$ cat config.mk
export PLATFORM = sky130hd
export DESIGN_NAME = qmult_seq
export DESIGN_NICKNAME = d
export VERILOG_FILES = /design/src/rtl/qmult_seq.sv
export SDC_FILE = /design/constraint.sdc
export NUM_CORES = 1
export LEC_CHECK = 0
export BUFFER_PORTS_ARGS = -buffer_cell sky130_fd_sc_hd__buf_4
export CAP_MARGIN = 20
export CORE_ASPECT_RATIO = 0.9
export CORE_MARGIN = 5
export CORE_UTILIZATION = 40
export DETAILED_ROUTE_END_ITERATION = 12
export HOLD_SLACK_MARGIN = 0.12
export PLACE_DENSITY = 0.71
export SYNTH_ARGS = -nofsm -noshare
export SYNTH_HDL_FRONTEND = slang
export SYNTH_SLANG_ARGS = --single-unit
$ cat constraint.sdc
create_clock -name i_clk -period 4.8 [get_ports i_clk]
set_input_delay 0.72 -clock i_clk [delete_from_list [all_inputs] [get_ports i_clk]]
set_output_delay 0.72 -clock i_clk [all_outputs]
set_load 0.05 [all_outputs]
$ cat src/rtl/qmult_seq.sv
// Sequential (Q,N) fixed-point multiplier: MSB-first shift-add over the multiplier magnitude, N-1 cycles per product.
// Build option QMULT_ROUND_EN: round half up on the magnitude instead of truncating.
// state | meaning
// IDLE  | o_complete=1, result held, waiting for i_start
// BUSY  | one shift-add per edge, count runs N-2 down to 0
module qmult_seq #(
    parameter int Q = 8,
    parameter int N = 16
) (
    input  logic         i_clk,
    input  logic         i_rst_n,
    input  logic [N-1:0] i_multiplicand,
    input  logic [N-1:0] i_multiplier,
    input  logic         i_start,
    output logic [N-1:0] o_product,
    output logic         o_complete,
    output logic         o_overflow
);
    localparam int AW = 2*N - 2;
    localparam int CW = (N > 3) ? $clog2(N-1) : 1;

    typedef enum logic {IDLE, BUSY} state_t;

    state_t          state, state_nxt;
    logic [N-2:0]    mag_a, mag_b;
    logic [N-2:0]    mag_in_a, mag_in_b;
    logic            sign_r;
    logic [AW-1:0]   acc, acc_step;
    logic [CW-1:0]   cnt;
    logic [N-1:0]    product_r;
    logic            overflow_r;
    logic [N-2:0]    m;
    logic            ovf;
    logic            neg;
    logic [N-1:0]    result;
`ifdef QMULT_ROUND_EN
    logic            rnd_carry;
`endif

    always_comb begin
        mag_in_a = i_multiplicand[N-1] ? (~i_multiplicand[N-2:0] + 1'b1) : i_multiplicand[N-2:0];
        mag_in_b = i_multiplier[N-1]   ? (~i_multiplier[N-2:0] + 1'b1)   : i_multiplier[N-2:0];
    end

    always_comb begin
        acc_step = (acc << 1) + (mag_b[cnt] ? {{(N-1){1'b0}}, mag_a} : {AW{1'b0}});
`ifdef QMULT_ROUND_EN
        {rnd_carry, m} = {1'b0, acc_step[N-2+Q:Q]} + {{(N-1){1'b0}}, acc_step[Q-1]};
        ovf = (|acc_step[AW-1:N-1+Q]) | rnd_carry;
`else
        m   = acc_step[N-2+Q:Q];
        ovf = |acc_step[AW-1:N-1+Q];
`endif
        // a zero magnitude never carries a sign bit
        neg    = sign_r & (|m);
        result = {neg, neg ? (~m + 1'b1) : m};
    end

    always_comb begin
        state_nxt = state;
        case (state)
            IDLE:    if (i_start) state_nxt = BUSY;
            BUSY:    if (cnt == '0) state_nxt = IDLE;
            default: state_nxt = IDLE;
        endcase
    end

    always_ff @(posedge i_clk or negedge i_rst_n) begin
        if (!i_rst_n) begin
            state      <= IDLE;
            mag_a      <= '0;
            mag_b      <= '0;
            sign_r     <= 1'b0;
            acc        <= '0;
            cnt        <= '0;
            product_r  <= '0;
            overflow_r <= 1'b0;
        end else begin
            state <= state_nxt;
            case (state)
                IDLE: if (i_start) begin
                    mag_a  <= mag_in_a;
                    mag_b  <= mag_in_b;
                    sign_r <= i_multiplicand[N-1] ^ i_multiplier[N-1];
                    acc    <= '0;
                    cnt    <= CW'(N-2);
                end
                BUSY: begin
                    acc <= acc_step;
                    cnt <= cnt - 1'b1;
                    if (cnt == '0) begin
                        product_r  <= result;
                        overflow_r <= ovf;
                    end
                end
                default: ;
            endcase
        end
    end

    assign o_product  = product_r;
    assign o_overflow = overflow_r;
    assign o_complete = (state == IDLE);

endmodule

## Word level (Yosys, flattened, before mapping)

Index checks and enable logic that the tools add are counted.

| storage, ports and cells | value |
|---|---|
| bits in registers | 82 |
| input bits | 35 |
| output and inout bits | 18 |
| word-level logic and storage cells | 39 |

| cells by class | value |
|---|---|
| add/sub/neg operators | 5 |
| magnitude comparators | 1 |
| equal/unequal tests | 1 |
| mux-type cells | 13 |
| bitwise operators | 6 |
| reduce and logical (&&, ||, !) cells | 5 |

Operators by type and width:

| operator | count |
|---|---|
| 2-to-1 mux 15 bit | 4 |
| case mux 29 bit (2 select lines) | 1 |
| adder 15 x 1 -> 15 bit, second input constant | 3 |
| inverter 15 bit | 3 |
| adder 30 x 15 -> 30 bit | 1 |
| 2-to-1 mux 29 bit | 1 |
| OR reduction 15 bit | 1 |
| case mux 4 bit (2 select lines) | 1 |
| OR reduction 7 bit | 1 |
| < comparator 4 x 5 -> 1 bit, second input constant | 1 |
| binary-select mux 1 bit (select 4 bit) | 1 |
| logical NOT 4 bit | 1 |
| 2-to-1 mux 4 bit | 1 |
| AND reduction 2 bit | 2 |
| subtractor 4 x 1 -> 4 bit, second input constant | 1 |
| 2-to-1 mux 1 bit | 3 |
| inequality test 2 bit, second input constant | 1 |
| case mux 1 bit (2 select lines) | 1 |
| bitwise AND 1 bit | 1 |
| inverter 1 bit | 1 |
| XOR 1 bit | 1 |

## Longest topological paths before layout

| depth | value |
|---|---|
| depth after elaboration | 7 |
| mapped depth | 22 |
| mapped depth without buffers | 20 |

## Least setup slack after synthesis

Ideal clock, no wire load.

| timing path | value |
|---|---|
| path kind | reg-to-reg |
| start | reg cnt[0] |
| end | reg product_r[3], in the netlist o_product[3] |
| library setup time | 0.127 ns |
| arrival time | 4.731 ns |
| data required time | 4.673 ns |
| setup slack | -0.058 ns |
| stages on the path, launching flop included | 22 |
| path buffers | 2 |
| clock period less this slack | 4.858 ns |
| cells stage by stage | dfrtp_1 clkbuf_1 mux4_2 mux4_2 clkbuf_1 and2_1 ha_1 inv_1 fa_1 nand2b_1 a21o_1 nand3_1 a21oi_1 a31oi_1 inv_1 ha_1 o21ai_0 a221oi_1 nand4b_1 o41ai_4 mux2i_1 nand3_1 |

| on the way | value |
|---|---|
| longest elaborated chain between the ends | 7 |
| elaborated cells on any way between the ends | 11 |
| classes of those cells | 2 x add/sub; 4 x mux; 2 x bitwise; 3 x reduce/logical |

Ends and longest elaborated chain:

| element | RTL line | source |
|---|---|---|
| start: declaration | 29 | `logic [CW-1:0] cnt;` |
| start signal: assignment | 86 | `cnt <= CW'(N-2);` |
| start signal: assignment | 90 | `cnt <= cnt - 1'b1;` |
| binary-select mux 1 bit (select 4 bit) | 46 | `acc_step = (acc << 1) + (mag_b[cnt] ? {{(N-1){1'b0}}, mag_a} : {AW{1'b0}});` |
| 2-to-1 mux 1 bit (implied by the code) | 46 |  |
| 2-to-1 mux 15 bit | 46 |  |
| adder 30 x 15 -> 30 bit | 46 |  |
| inverter 15 bit / OR reduction 15 bit (equally long branches) | 56, 55 |  |
| adder 15 x 1 -> 15 bit / bitwise AND 1 bit (equally long branches) | 56, 55 |  |
| 2-to-1 mux 15 bit | 56 | `result = {neg, neg ? (~m + 1'b1) : m};` |
| end signal: assignment | 92 | `product_r <= result;` |
| end: declaration | 30 | `logic [N-1:0] product_r;` |

Parallel ways exist; a longest one is shown, timed or not. The select of a mux whose other input is x is not followed.
A chain may end at the register's enable or synchronous reset.

## Worst setup path after layout

| timing path | value |
|---|---|
| start | reg cnt[0] |
| end | reg product_r[14], in the netlist o_product[14] |

Same word-level chain as after synthesis.

==> out/results.tsv <==
stage	metric	value	unit
run_status	status	completed	
synth	number of synthesized flops with an enable pin	0	
critical_path	r2r worst-path depth	20	
placement	Final Wtd Congestion	0.840	
timing	Final min period	4.62	ns
die	die area	0.0158	mm^2
die	# IOs	53	
synth	Mapped Area	0.00537	mm^2
clock_network	TritonCTS clock tree	done	
grt	Congestion Overflow GR	0	
grt	GRT Resource Usage Total	17.0	%
synth	Seq cells post-synth	82	
grt	first-pass GRT wire length	22500	um
critical_path	Worst Setup EP	o_product[14]$_DFFE_PN0P_	
synth	largest family of logic cells by synthesized area	compound AO/OA/AOI/OAI gates	
placement	Placement Setup Slack	-0.0270	ns
route	# DRC	0	
grt	GRT busiest layer	met2	
synth	synth unique cells	60	
synth	Post-Synth Adder-Cell Area	4.80	%
critical_path	CP Launch Type	flop	
synth	post-synth top area cell	dfrtp_1	
timing	Final TNS setup	0	ns
critical_path	worst path bufs/invs	3	
grt	GR Layer Usage met2	26.5	%
synth	Compound-Gate Fraction of Synth Area	20.6	%
critical_path	worst path cell trace	mux4_2, mux4_2, and2_4, ha_4, inv_2, fa_2, nand2b_4, a21o_1, nand3_2, a21oi_2, a31oi_1, inv_1, ha_2, o21ai_1, a221oi_1, nand4b_1, buf_4, o31ai_1, xor2_1, o21ai_0	
critical_path	worst flop-to-flop path startpoint	cnt[0]$_DFFE_PN0P_	
timing	Clock Skew	0.0108	ns
die	Initial Utilization	40.5	%
timing	Worst-Margin Slew	0.909	ns
synth	XOR/XNOR share of the synthesized area	9.30	%
critical_path	WP data arrival	4.83	ns
critical_path	cell mode on critical path	mux4_2	
synth	top cells by area, synth	dfrtp_1 38%, nand2_1 8.2%, o21ai_0 6.8%	
critical_path	Worst Path Required	5.01	ns
timing	fmax	217	MHz
clock_network	Clock Tree Buf Depth	2	
cells_and_area	Nets	745	
power	Leakage	0.00301	uW
route	via density per instance	5.55	
clock_network	clock latency at the later pin of the worst-skew pair	0.35	ns
power	clock power share	16.1	%
timing	Final Setup Violations	0	
critical_path	critical path peak fanout	8	
cells_and_area	commonest non-fill, non-tap cell in the layout	nand2_1	
timing	fin crit share	96.2	%
placement	post-DP HPWL	9670	um
clock_network	Clock Sink Count	82	
synth	Gate Count Post-Synth	622	
synth	share of the synthesized area in the top cell type	38.2	%
clock_network	Root Driver	clkbuf_16	
timing	max-slew violations	0	
flow_run	MaxCap Viol Count	0	
route	via count	4788	
route	DR WL/cell	15.6	um
synth	Syn Nets	677	
power	Pwr Density	711	mW/mm^2
synth	mux cell area share after synthesis	3.36	%
critical_path	slowest stage delay, CP	0.59	ns
die	num rows	40	
critical_path	slowest CP cell	mux4_2	
route	drt first pass iters	5	
synth	Synth async-reset ratio	100	%
route	final WL	13400	um
power	Cell Int Power	2640	uW
critical_path	Critical Path Sink Type	flop	
timing	Final Hold Vio Count	0	
power	Max IR drop VDD	0.271	mV
clock_network	CTS Buf Count	9	
placement	number of port buffers	52	
grt	number of global-route vias before repair	4684	
die	Die Height	120	um
cells_and_area	share of layout cells above drive strength 1	21.4	%
min_path	Hold Path Class	in -> async	
grt	met3 GRT Util	3.94	%
cells_and_area	# diodes	0	
power	Seq pwr share	27.4	%
critical_path	kind of critical path	reg -> reg	
power	Sw Share	44.2	%
timing	worst setup margin	0.185	ns
route	DRT iter0 DRCs	316	
critical_path	critical path depth	20	
die	core area	0.0133	mm^2
placement	DP Area	0.00604	mm^2
route	Routed Antenna Nets	0	
clock_network	Post-CTS Hold Buffers	0	
power	Pwr Total	4730	uW
power	combinational share of power	56.4	%
synth	Simple-Gate Fraction of Synth Area	20.4	%
timing	max_slew headroom	39.4	%
die	DIE WIDTH	132	um
cells_and_area	final core utilization	50.2	%
clock_network	Reg clk slew, reported paths	0.06	ns
cells_and_area	post-layout instance area	0.00666	mm^2
synth	Synth Flop Type	dfrtp_1	
grt	met1 GRT Util	23.2	%
cells_and_area	most frequent cells in the layout	115 x nand2_1, 82 x buf_4, 80 x dfrtp_1, 69 x o21ai_0, 35 x xor2_1	
power	Psw	2090	uW
grt	largest net degree at the start of global routing	83	
critical_path	worst setup path startpoint	cnt[0]$_DFFE_PN0P_	
critical_path	worst reg-to-reg setup slack	0.18	ns
cells_and_area	synth-to-layout area growth	24.1	%
synth	Yosys warning count	0	
critical_path	Top delay family on crit path	multiplexers	
synth	post-synthesis sequential area ratio	38.2	%
synth	Post-Syn Area per Cell	8.63	um^2
clock_network	htree depth	3	
grt	initial antenna violation count	0	
critical_path	worst reg2reg endpoint	o_product[14]$_DFFE_PN0P_	
Yosys cell counts, types with 4 or more instances:
cell      instances
o31ai_1          10
nand2_1         117
nand2b_1          4
nor3_1            9
inv_1            18
nor2b_1           5
a21o_1            8
and2_1           17
ha_1             19
mux4_2            4
nor2_1           23
dfrtp_1          82
a21oi_1          23
nand4_1           4
mux2i_1           9
xor2_1           35
xnor2_1          22
o21a_1            5
o22ai_1           7
nand3_1          12
a22o_1            4
or3_1            18
and3_1            6
clkbuf_1         24
o21ai_0          73
a211oi_1          6
o211ai_1          4
per-stage QoR:
stage,hold WS [ns],instances
final,0.359,863
after global routing,0.403,863
after CTS,0.485,855
after detailed placement,0.471,838
after global placement,0.462,838
after floorplan,0.424,622
cell type report:
cell class	instances	area, um^2
fill	1214	6600
inverter	18	67.6
tap	168	210
multi-input combinational	495	3350
sequential	82	2050
clock buffer	11	243
clock inverter	5	85.1
timing repair buffer	84	647
worst register-to-register path, stage by stage (launching register included):
cell,delay [ns]
dfrtp_2,0.44
mux4_2,0.55
mux4_2,0.59
and2_4,0.19
ha_4,0.17
inv_2,0.07
fa_2,0.22
nand2b_4,0.13
a21o_1,0.21
nand3_2,0.12
a21oi_2,0.15
a31oi_1,0.08
inv_1,0.11
ha_2,0.18
o21ai_1,0.07
a221oi_1,0.24
nand4b_1,0.21
buf_4,0.20
o31ai_1,0.29
xor2_1,0.17
o21ai_0,0.08
power by group through the flow:
| stage | sequential, uW | combinational (uW) | clock (uW) |
|---|---|---|---|
| 2_1_floorplan | 1370 | 1540 | 0 |
| 3_3_place_gp | 1270 | 2340 | 0 |
| 3_5_place_dp | 1280 | 2400 | 0 |
| 4_1_cts | 1280 | 2450 | 778 |
| 5_1_grt | 1340 | 2920 | 813 |
| 6_report | 1300 | 2670 | 764 |
worst min path at each step:
stage,from,end,cells after the start
finish,i_rst_n,o_product[1]$_DFFE_PN0P_,1
global route,i_rst_n,o_product[3]$_DFFE_PN0P_,1
CTS,o_product[14]$_DFFE_PN0P_,o_product[14]$_DFFE_PN0P_,2
detailed placement,mag_b[14]$_DFFE_PN0P_,mag_b[14]$_DFFE_PN0P_,2
global placement,mag_a[12]$_DFFE_PN0P_,mag_a[12]$_DFFE_PN0P_,2
floorplan,i_rst_n,acc[0]$_DFFE_PN0P_,0
metal layers:
layer	part of all wire, %	up-vias
met4	2.3	0
li1	-	2351
met5	0	-
met3	5.9	25
met2	45	150
met1	47	2262
logic make-up after synthesis:
| family | after synthesis |
|---|---|
| buf+inv | 46 |
| fa+ha+maj | 20 |
| xor+xnor | 57 |
| flops | 82 |
| simple gates | 232 |
| compound gates | 172 |
| mux | 13 |
flip-flops by register name, indices dropped and copies added (netlist names):
name / count
mag_a: 15
cnt: 4
o_overflow: 1
acc: 29
state: 1
mag_b: 15
sign_r: 1
o_product: 16
what timing repair did:
item / 4_1_cts / 5_1_grt
cloned: 1 / 0
pin swaps: 1 / 16
endpoints found under the setup margin: 7 / 12
resized for setup: 3 / 43
buffers inserted: 0 / 6
No activity file was read; power rests on OpenSTA's default activity.
